[src/rtl/counter_timer_ctrl.sv]
// -----------------------------------------------------------------------------
// counter_timer_ctrl
//
// Sequencer that drives one external WIDTH-bit counter (clear / increment /
// load port, value read back on cnt_dat_i) so that the pair behaves as a
// programmable interval timer. It provides a prescaler, one-shot and periodic
// modes, a sticky interrupt flag and a sticky overrun flag.
//
// Ports
//   clk_i, rst_n_i    clock (rising edge) and asynchronous active-low reset
//   start_i           start pulse; latches the config inputs (IDLE/DONE only)
//   stop_i            abort; wins over start_i in the same cycle
//   clear_i           counter clear request, honoured in IDLE only
//   mode_i            0 = one-shot, 1 = periodic
//   load_val_i        counter start value
//   term_val_i        terminal value
//   psc_i             prescale divisor minus 1 (tick every psc_i+1 cycles)
//   irq_ack_i         clears irq_o and overrun_o
//   cnt_dat_i         current counter value
//   cnt_clr_o         counter clear
//   cnt_en_o          counter increment enable
//   cnt_we_o          counter load strobe
//   cnt_dat_o         counter load value (0 whenever cnt_we_o is 0)
//   busy_o            high in LOAD and RUN
//   done_o            one-cycle pulse after one-shot completion
//   irq_o             sticky terminal-event flag
//   overrun_o         sticky: terminal event while irq_o was already set
//   state_o           current FSM state (debug visibility)
// -----------------------------------------------------------------------------
module counter_timer_ctrl #(
   parameter int WIDTH     = 8,
   parameter int PSC_WIDTH = 4
) (
   input  logic                 clk_i,
   input  logic                 rst_n_i,
   input  logic                 start_i,
   input  logic                 stop_i,
   input  logic                 clear_i,
   input  logic                 mode_i,
   input  logic [WIDTH-1:0]     load_val_i,
   input  logic [WIDTH-1:0]     term_val_i,
   input  logic [PSC_WIDTH-1:0] psc_i,
   input  logic                 irq_ack_i,
   input  logic [WIDTH-1:0]     cnt_dat_i,
   output logic                 cnt_clr_o,
   output logic                 cnt_en_o,
   output logic                 cnt_we_o,
   output logic [WIDTH-1:0]     cnt_dat_o,
   output logic                 busy_o,
   output logic                 done_o,
   output logic                 irq_o,
   output logic                 overrun_o,
   output logic [1:0]           state_o
);

   typedef enum logic [1:0] {
      S_IDLE = 2'd0,
      S_LOAD = 2'd1,
      S_RUN  = 2'd2,
      S_DONE = 2'd3
   } state_t;

   state_t                 state;
   logic [WIDTH-1:0]       load_sh;
   logic [WIDTH-1:0]       term_sh;
   logic                   mode_sh;
   logic [PSC_WIDTH-1:0]   psc_sh;
   logic [PSC_WIDTH-1:0]   psc_cnt;
   logic                   busy_q;
   logic                   done_q;
   logic                   irq_q;
   logic                   overrun_q;

   logic                   accept;
   logic                   run_live;
   logic                   tick;
   logic                   at_term;
   logic                   term_event;

   localparam logic [PSC_WIDTH-1:0] PSC_ONE = {{(PSC_WIDTH-1){1'b0}}, 1'b1};

   // A start is only taken when the timer is not active; stop always wins.
   assign accept     = ((state == S_IDLE) || (state == S_DONE)) && start_i && !stop_i;
   // RUN cycles in which stop is not requested are the only ones that may
   // touch the counter from the run path.
   assign run_live   = (state == S_RUN) && !stop_i;
   assign tick       = (psc_cnt == psc_sh);
   assign at_term    = (cnt_dat_i == term_sh);
   assign term_event = run_live && tick && at_term;

   // Counter-side strobes are decoded from registered state so the counter
   // sees them in the same cycle as the decision.
   always_comb begin
      cnt_en_o  = 1'b0;
      cnt_we_o  = 1'b0;
      cnt_dat_o = '0;
      if ((state == S_LOAD) && !stop_i) begin
         cnt_we_o = 1'b1;
      end else if (run_live && tick) begin
         if (!at_term) begin
            cnt_en_o = 1'b1;
         end else if (mode_sh) begin
            // Periodic reload happens in the event cycle itself: no gap.
            cnt_we_o = 1'b1;
         end
      end
      if (cnt_we_o) begin
         cnt_dat_o = load_sh;
      end
   end

   // Gated with the reset so every output reads 0 while reset is asserted.
   assign cnt_clr_o = rst_n_i && (state == S_IDLE) && clear_i;

   assign busy_o    = busy_q;
   assign done_o    = done_q;
   assign irq_o     = irq_q;
   assign overrun_o = overrun_q;
   assign state_o   = state;

   always_ff @(posedge clk_i or negedge rst_n_i) begin
      if (!rst_n_i) begin
         state     <= S_IDLE;
         load_sh   <= '0;
         term_sh   <= '0;
         mode_sh   <= 1'b0;
         psc_sh    <= '0;
         psc_cnt   <= '0;
         busy_q    <= 1'b0;
         done_q    <= 1'b0;
         irq_q     <= 1'b0;
         overrun_q <= 1'b0;
      end else begin
         done_q <= 1'b0;

         // Set has priority over acknowledge for the interrupt flag; an
         // acknowledged event cannot also count as an overrun.
         if (term_event) begin
            irq_q <= 1'b1;
         end else if (irq_ack_i) begin
            irq_q <= 1'b0;
         end
         if (term_event && irq_q && !irq_ack_i) begin
            overrun_q <= 1'b1;
         end else if (irq_ack_i) begin
            overrun_q <= 1'b0;
         end

         if (accept) begin
            load_sh <= load_val_i;
            term_sh <= term_val_i;
            mode_sh <= mode_i;
            psc_sh  <= psc_i;
         end

         case (state)
            S_IDLE: begin
               if (accept) begin
                  state  <= S_LOAD;
                  busy_q <= 1'b1;
               end else begin
                  busy_q <= 1'b0;
               end
            end
            S_LOAD: begin
               psc_cnt <= '0;
               if (stop_i) begin
                  state  <= S_IDLE;
                  busy_q <= 1'b0;
               end else begin
                  state  <= S_RUN;
                  busy_q <= 1'b1;
               end
            end
            S_RUN: begin
               if (stop_i) begin
                  state  <= S_IDLE;
                  busy_q <= 1'b0;
               end else begin
                  psc_cnt <= tick ? '0 : (psc_cnt + PSC_ONE);
                  if (term_event && !mode_sh) begin
                     state  <= S_DONE;
                     busy_q <= 1'b0;
                     done_q <= 1'b1;
                  end
               end
            end
            S_DONE: begin
               if (accept) begin
                  state  <= S_LOAD;
                  busy_q <= 1'b1;
               end else begin
                  state  <= S_IDLE;
                  busy_q <= 1'b0;
               end
            end
            default: begin
               state  <= S_IDLE;
               busy_q <= 1'b0;
            end
         endcase
      end
   end

endmodule

[config.mk]
export PLATFORM = sky130hd
export DESIGN_NAME = counter_timer_ctrl
export DESIGN_NICKNAME = d
export VERILOG_FILES = /design/src/rtl/counter_timer_ctrl.sv
export SDC_FILE = /design/constraint.sdc
export NUM_CORES = 1
export LEC_CHECK = 0
export ABC_AREA = 1
export ABC_CLOCK_PERIOD_IN_PS = 2200
export CORE_AREA = 5 5 68 70
export DETAILED_ROUTE_END_ITERATION = 10
export DIE_AREA = 0 0 73 75
export GPL_TIMING_DRIVEN = 0
export PLACE_DENSITY = 0.74
export SLEW_MARGIN = 20
export SYNTH_ARGS = -nofsm -noshare
export SYNTH_HDL_FRONTEND = slang
export SYNTH_SLANG_ARGS = --single-unit
[constraint.sdc]
create_clock -name clk_i -period 2.2 [get_ports clk_i]
set_clock_uncertainty 0.05 [all_clocks]
set_input_delay 0.44 -clock clk_i [delete_from_list [all_inputs] [get_ports clk_i]]
set_output_delay 0.44 -clock clk_i [all_outputs]
set_load 0.005 [all_outputs]
## Word-level counts from Yosys, hierarchy flattened

Cells that the tools add are included.

- Register bits after elaboration: 31
- Input port bits: 35
- Output and inout bits: 17

- $add $sub $neg: 1
- Equality and inequality tests: 8
- Muxes and demuxes: 28
- Reduce and logical (&&, ||, !) cells: 22

Operator list:

| operator | number |
|---|---|
| two-way mux 1 bit | 18 |
| logical AND 1 bit | 11 |
| equality test 8 bit | 1 |
| two-way mux 2 bit | 4 |
| two-way mux 4 bit | 2 |
| two-way mux 8 bit | 1 |
| one-hot mux 2 bit (4 select lines) | 1 |
| one-hot mux 4 bit (2 select lines) | 1 |
| nonzero test 2 bit | 3 |
| adder 4 x 1 -> 4 bit (second input constant) | 1 |
| equality test 2 bit (second input constant) | 2 |
| equality test 4 bit | 1 |
| inequality test 2 bit (second input constant) | 2 |
| AND reduction 2 bit | 2 |
| zero test 1 bit | 3 |
| inequality test 3 x 2 -> 1 bit (second input constant) | 1 |
| one-hot mux 1 bit (3 select lines) | 1 |
| equality test 2 x 1 -> 1 bit (second input constant) | 1 |
| zero test 2 bit | 1 |
| OR reduction 2 bit | 1 |
| logical OR 1 bit | 1 |

## Longest topological paths before layout

Gate-level depths: netlist (run 1).

- Depth after elaboration: 8
- Depth in mapped cells: 11
- Depth with buffers taken out: 11

## Least setup slack after synthesis (run 1)

OpenSTA, ideal clock, no wires.

- Kind: flip-flop to output port
- Start point: register state[0], in the netlist state_o[0]
- End point: output port cnt_dat_o[0]
- Arrival: 1.448 ns
- Data required time: 1.710 ns
- Slack: 0.262 ns
- Stages on the path, launching flop included: 11
- Path buffers: 0
- Path through: dfrtp_1 inv_1 ha_1 inv_1 nor2_4 inv_1 nor2_4 nand2_2 inv_2 a21oi_4 nor2_2

- Word-level cells in the longest chain between the ends: 6
- Elaborated cells between the ends (all ways): 8
- Classes of those cells: eq/ne: 2; mux: 3; reduce/logical: 3

Ends and longest elaborated chain:

| item | line | text |
|---|---|---|
| start, declared | 63 | `state_t state;` |
| start signal, assigned | 123 | `state <= S_IDLE;` |
| start signal, assigned | 159 | `state <= S_LOAD;` |
| start signal, assigned | 168 | `state <= S_IDLE;` |
| equality test 2 bit | 86 | `assign run_live = (state == S_RUN) && !stop_i;` |
| logical AND 1 bit | 86 |  |
| logical AND 1 bit | 99 | `end else if (run_live && tick) begin` |
| two-way mux 1 bit | 99 |  |
| two-way mux 1 bit * | 97 | `if ((state == S_LOAD) && !stop_i) begin` |
| two-way mux 8 bit * | 107 | `if (cnt_we_o) begin` |
| end, declared | 48 | `output logic [WIDTH-1:0] cnt_dat_o,` |

Every way passes the cells marked *; elsewhere a longest branch is shown, timed or not.

## Worst setup path after layout (run 1)

Same ends and word-level chain as after synthesis.

==> impl_metrics.yaml, run 1 <==
detailed_routing:
  drc_errors: 0
  vias: 1551
  wire_per_inst_microns: 11.7
  antenna_left: 0
  viasPerCell: 4.51
  drt_wl_total_microns: 4030
  drt-initial-drc-count: 72
  firstDrtPassIters: 5
placement:
  port_buffers: 51
  gp_congestion: 0.776
  place_hpwl_microns: 2790
  dp.cells: 324
logic_synthesis:
  synth_seq_cells: 31
  syn_avg_cell_area_sq_um: 7.76
  synthArstFlopShare_pct: 100
  ys.flop_type: "dfrtp_1"
  synth_area_leader_cell: "dfrtp_1"
  synth_nets: 263
  synth-edff-count: 0
  syn-cell-area_sq_um: 1720
  yosys_warnings: 0
  ys_seq_area_share_pct: 45.1
  synth_area_leaders: "dfrtp_1, nand2_1, inv_1"
  synth_most_common_cell: "nand2_1"
  synth_common_cells: "nand2_1, inv_1, dfrtp_1"
  netlist_instances: 222
  synth_top_area_share_pct: 45.1
  ys_types: 25
sta:
  rsz0062_at_grt: "yes"
  fmax_mhz: 441
  drv_slew: 0
  final.setup.worst_slack_ps: -69.4
  fin_crit_ps: 2270
  period_share_pct: 103
  setup_viol: 10
  tightestPinTransition_ps: 461
  finalHoldViolations: 0
  max_slew_margin_pct: 68.9
  setup-tns-final_ps: -582
worst_setup_path:
  critPathMaxFanout: 8
  critPathKind: "reg2out"
  cp.arrival_ps: 1780
  end_kind: "output port"
  cp-start-kind: "flop"
  worstPathRequired_ps: 1710
worst_hold_path:
  min_path_type: "in2async"
floorplan:
  initial_core_util_pct: 44.0
  dieArea_sq_um: 5480
  core_area_sq_um: 3910
  io_pins: 52
  fp.dieH_microns: 75
  die_x_microns: 73
  num_rows: 23
layout:
  antenna_cells: 0
  drive_gt1_share_pct: 24.5
  final_nets: 334
  filler_cell_count: 346
  area_growth_pct: 44.6
  final_cells: 344
cts:
  clockRootBuffer: "clkbuf_8"
  htree_num_levels: 2
  holdBufCountCts: 0
  clkSinkCount: 31
  clockBufferDepth: 2
  cts_tree: "yes"
  path_clk_slew_ps: 60
  clk_latency_ps: 280
  numCtsBuffers: 5
outcome:
  failed_checks: "negative setup slack"
  status: "finished with violations"
run:
  max_cap_viol_count: 0
power:
  peakVddDrop_v: 0.000618
  power_density_nw_per_um2: 1010
  leakage_nw: 1.28
  power.total_mw: 2.50
global_routing:
  grt_start_max_net_pins: 33
  grt_overflow: 0
  grt_pass1_vias: 1512
  antenna_found_initial: 0
  grt.total_usage_pct: 15.8
  grt_pass1_wl_microns: 6560
[cell usage in the layout (no fill, tap or decap), drive strengths merged]
cell type       n
nand2          74
xor2            1
inv            44
dlymetal6s2s    1
dlygate4sd2     8
xnor2           1
nor3            1
a211o           1
and3            1
clkdlybuf4s50  31
dfrtp          31
nand3           5
ha              6
nor2           23
o21ai          25
a21oi           2
clkinv          1
o22ai           2
nor4            1
buf            25
clkbuf         10
[worst max-delay path, stage by stage, from the launching register on]
cell and delay [ps]:
dfrtp_2 430, inv_2 100, ha_4 150, inv_4 40
nor2_4 90, inv_2 70, nor2_4 90, nand2_2 70
inv_2 80, a21oi_4 70, buf_12 150, nor2_2 70
buf_2 110
[flip-flops by register name, indices dropped and copies added (netlist names)]
register,cells
overrun_o,1
done_o,1
psc_sh,4
mode_sh,1
irq_o,1
busy_o,1
psc_cnt,4
load_sh,8
state_o,2
term_sh,8
[final timing paths]
check,startpoint,to,slack [ps],cells past startpoint
setup / recovery,state_o[0]$_DFFE_PN0P_,cnt_dat_o[0],-70,12
hold / removal,rst_n_i,overrun_o$_DFFE_PN0P_,50,2
setup reg to reg,state_o[0]$_DFFE_PN0P_,mode_sh$_DFFE_PN0N_,150,8
hold reg to reg,busy_o$_DFFE_PN0P_,busy_o$_DFFE_PN0P_,470,2
max in group asynchronous,rst_n_i,state_o[0]$_DFFE_PN0P_,1870,2
min in group clk_i,busy_o$_DFFE_PN0P_,busy_o$_DFFE_PN0P_,470,2
[through the flow]
step | cell area, sq um | hold WS [ps] | setup slack [ps] | util, %
2_1_floorplan | 1720 | 94.4 | 262 | -
3_3_place_gp | 2290 | 451 | -1070 | 58.6
3_5_place_dp | 2310 | 356 | -631 | 59.0
4_1_cts | 2420 | 50.0 | -282 | 61.7
5_1_grt | 2490 | 58.7 | -196 | 63.6
6_report | 2490 | 50.9 | -69.4 | 63.6
[area by class of cell]
class,count,area (sq um),area share [%]
Clock buffer,7,76.3,3.07
Tap cell,50,62.6,2.51
Inverter,44,168,6.73
Multi-Input combinational cell,143,812,32.6
Sequential cell,31,778,31.3
Clock inverter,1,5.00,0.201
Buffer,4,17.5,0.704
Timing Repair Buffer,64,571,22.9
[power by group]
part | leakage, nW | internal, mW | switching, mW
combinational | 0.849 | 0.506 | 0.650
clock | 0.0422 | 0.222 | 0.205
sequential | 0.391 | 0.795 | 0.125
total | 1.28 | 1.52 | 0.981
[logic make-up after synthesis]
family | after synthesis | synth area share [%]
flip-flops | 31 | 45.1
AND/OR/NAND/NOR | 105 | 29.2
buffers and inverters | 48 | 10.6
AO/OA/AOI/OAI | 30 | 9.74
XOR/XNOR | 2 | 1.02
adder cells (fa/ha/maj) | 6 | 4.36
[timing repair]
item                                   CTS  global route
setup endpoints to repair               11            11
pin swaps                                6             8
endpoints found under the hold margin    0             0
gates resized for setup                 47            19
setup buffers                            4            11
gates cloned                             0             0
[metal layers]
metal | global-route usage, % | part of all wire [%] | vias to the layer above
li1 | - | - | 810
met1 | 19.2 | 43 | 690
met2 | 23.7 | 45 | 45
met3 | 8.95 | 11 | 6
met4 | 4.92 | 1.3 | 0
met5 | 0 | 0 | -
Power figures use the tool's default switching activity.
==> inputs of run 2 (changes only) <==
--- a/config.mk
+++ b/config.mk
@@ -12,6 +12,7 @@
 export DIE_AREA = 0 0 73 75
 export GPL_TIMING_DRIVEN = 0
 export PLACE_DENSITY = 0.74
+export SETUP_SLACK_MARGIN = 0.3
 export SLEW_MARGIN = 20
 export SYNTH_ARGS = -nofsm -noshare
 export SYNTH_HDL_FRONTEND = slang
==> impl_metrics.yaml, run 2 (synthesized netlist as in run 1, its figures left out) <==
power:
  leakage_nw: 1.32
  power_density_nw_per_um2: 999
  peakVddDrop_v: 0.000598
cts:
  path_clk_slew_ps: 60
  clk_latency_ps: 280
  clockRootBuffer: "clkbuf_8"
  clockBufferDepth: 2
  cts_tree: "yes"
  holdBufCountCts: 0
  clkSinkCount: 31
  numCtsBuffers: 5
  htree_num_levels: 2
layout:
  area_growth_pct: 46.1
  drive_gt1_share_pct: 25.9
  final_nets: 335
  mostFrequentLayoutCells: "nand2_1, inv_1, clkdlybuf4s50_1"
  reg.largest.list: "load_sh: 8 flops, term_sh: 8 flops"
  antenna_cells: 0
  final_cell_area_sq_um: 2520
  final_common_cell: "nand2_1"
  filler_cell_count: 341
detailed_routing:
  drt_wl_total_microns: 4090
  firstDrtPassIters: 4
  vias: 1595
  antenna_left: 0
  drc_errors: 0
  drt-initial-drc-count: 59
  viasPerCell: 4.64
  wire_per_inst_microns: 11.9
worst_setup_path:
  cp.arrival_ps: 1800
  endpoint: "cnt_dat_o[6]"
  r2r_setup_slack_ps: 430
  crit_chain: "ha_4, inv_2, nor2_4, inv_2, nor2_4, nand2_4, inv_4, buf_6, a21oi_4, nor2_2, buf_2"
  r2r_cells: 9
  worstPathRequired_ps: 1710
  end_kind: "output port"
  critPathKind: "reg2out"
  crit_slowest_cell: "dfrtp_2"
  critPathMaxFanout: 5
  startpoint: "state_o[1]$_DFFE_PN0P_"
  max_stage_delay_ps: 440
  worstReg2RegStart: "state_o[0]$_DFFE_PN0P_"
  cp-start-kind: "flop"
  r2r_end: "psc_sh[1]$_DFFE_PN0N_"
outcome:
  status: "finished with violations"
  failed_checks: "negative setup slack"
floorplan:
  die_x_microns: 73
  fp.dieH_microns: 75
  dieArea_sq_um: 5480
  core_area_sq_um: 3910
  initial_core_util_pct: 44.0
  num_rows: 23
  io_pins: 52
run:
  max_cap_viol_count: 0
sta:
  rsz0062_at_grt: "yes"
  max_slew_margin_pct: 70.5
  setup-tns-final_ps: -477
  final.setup.worst_slack_ps: -85.5
  tightestPinTransition_ps: 438
  setup_viol: 10
  fmax_mhz: 438
  drv_slew: 0
  fin_crit_ps: 2290
  finalHoldViolations: 0
  period_share_pct: 104
placement:
  port_buffers: 51
  gp_congestion: 0.777
  dp_slack_ps: -627
  placed_area_sq_um: 2310
  place_hpwl_microns: 2930
global_routing:
  grt_pass1_vias: 1594
  grt.total_usage_pct: 16.7
  grt_overflow: 0
  grt_start_max_net_pins: 33
  antenna_found_initial: 0
  grt_pass1_wl_microns: 6930
worst_hold_path:
  min_path_type: "in2async"
## run 2: cell count changes in the layout (fill, tap and decap cells not counted), moves of 2 or more
cell           change
buf_6              +2
inv_2              +2
nor2_2             +4
nor2_4             -4
inv_1              -2
dlygate4sd2_1      +2
clkbuf_1           -4
## run 2: area by class of cell
class | count | area, sq um | area share [%]
clock inverter | 1 | 5.00 | 0.199
multi-input combinational | 144 | 817 | 32.5
timing repair buffer | 64 | 583 | 23.2
inverter | 44 | 168 | 6.66
sequential | 31 | 778 | 30.9
tap | 50 | 62.6 | 2.49
clock buffer | 6 | 82.6 | 3.28
buffer | 4 | 20.0 | 0.796
## run 2: timing repair
| action | 4_1_cts | 5_1_grt |
|---|---|---|
| cloned | 1 | 0 |
| endpoints found under the hold margin | 0 | 0 |
| buffers inserted | 8 | 4 |
| resized for setup | 62 | 6 |
| endpoints found under the setup margin | 30 | 21 |
| pin swaps | 19 | 17 |
## run 2: per-layer routing
metal  vias up  wire (microns)  global-route usage [%]
li1        815               -                       -
met1       732            1710                    19.6
met2        41            1950                    27.3
met3         7             346                    6.28
met4         0              80                    7.38
met5         -               0                       0
## run 2: how the worst min path moves through the flow
stage,slack [ps],startpoint,cells past startpoint,endpoint
floorplan,90,rst_n_i,0,busy_o$_DFFE_PN0P_
global placement,450,term_sh[1]$_DFFE_PN0N_,2,term_sh[1]$_DFFE_PN0N_
detailed placement,360,rst_n_i,2,state_o[1]$_DFFE_PN0P_
CTS,50,rst_n_i,2,state_o[1]$_DFFE_PN0P_
global route,60,rst_n_i,2,state_o[1]$_DFFE_PN0P_
finish,50,rst_n_i,2,state_o[1]$_DFFE_PN0P_
## run 2: through the flow
stage	utilization (%)	hold WS, ps	total power [mW]	instances
floorplan	-	94.4	1.59	222
global placement	58.6	448	1.92	323
detailed placement	59.0	357	1.96	324
CTS	62.7	50.9	2.49	340
global route	64.3	60.0	2.74	344
finish	64.3	48.3	2.51	344
## run 2: report_power, final
part	total [mW]	leakage [nW]	switching [mW]	internal (mW)
Sequential	0.923	0.391	0.127	0.795
Combinational	1.14	0.884	0.646	0.495
Clock	0.449	0.0470	0.204	0.245
Total	2.51	1.32	0.978	1.53
## run 2: worst max-delay path: cells and delay by family, from the launching register on
family,cells,cell delay (ps)
buffers and inverters,5,420
DFF,1,440
adders and majority gates,1,170
AOI/OAI and AO/OA,1,250
and+or+nand+nor,4,210
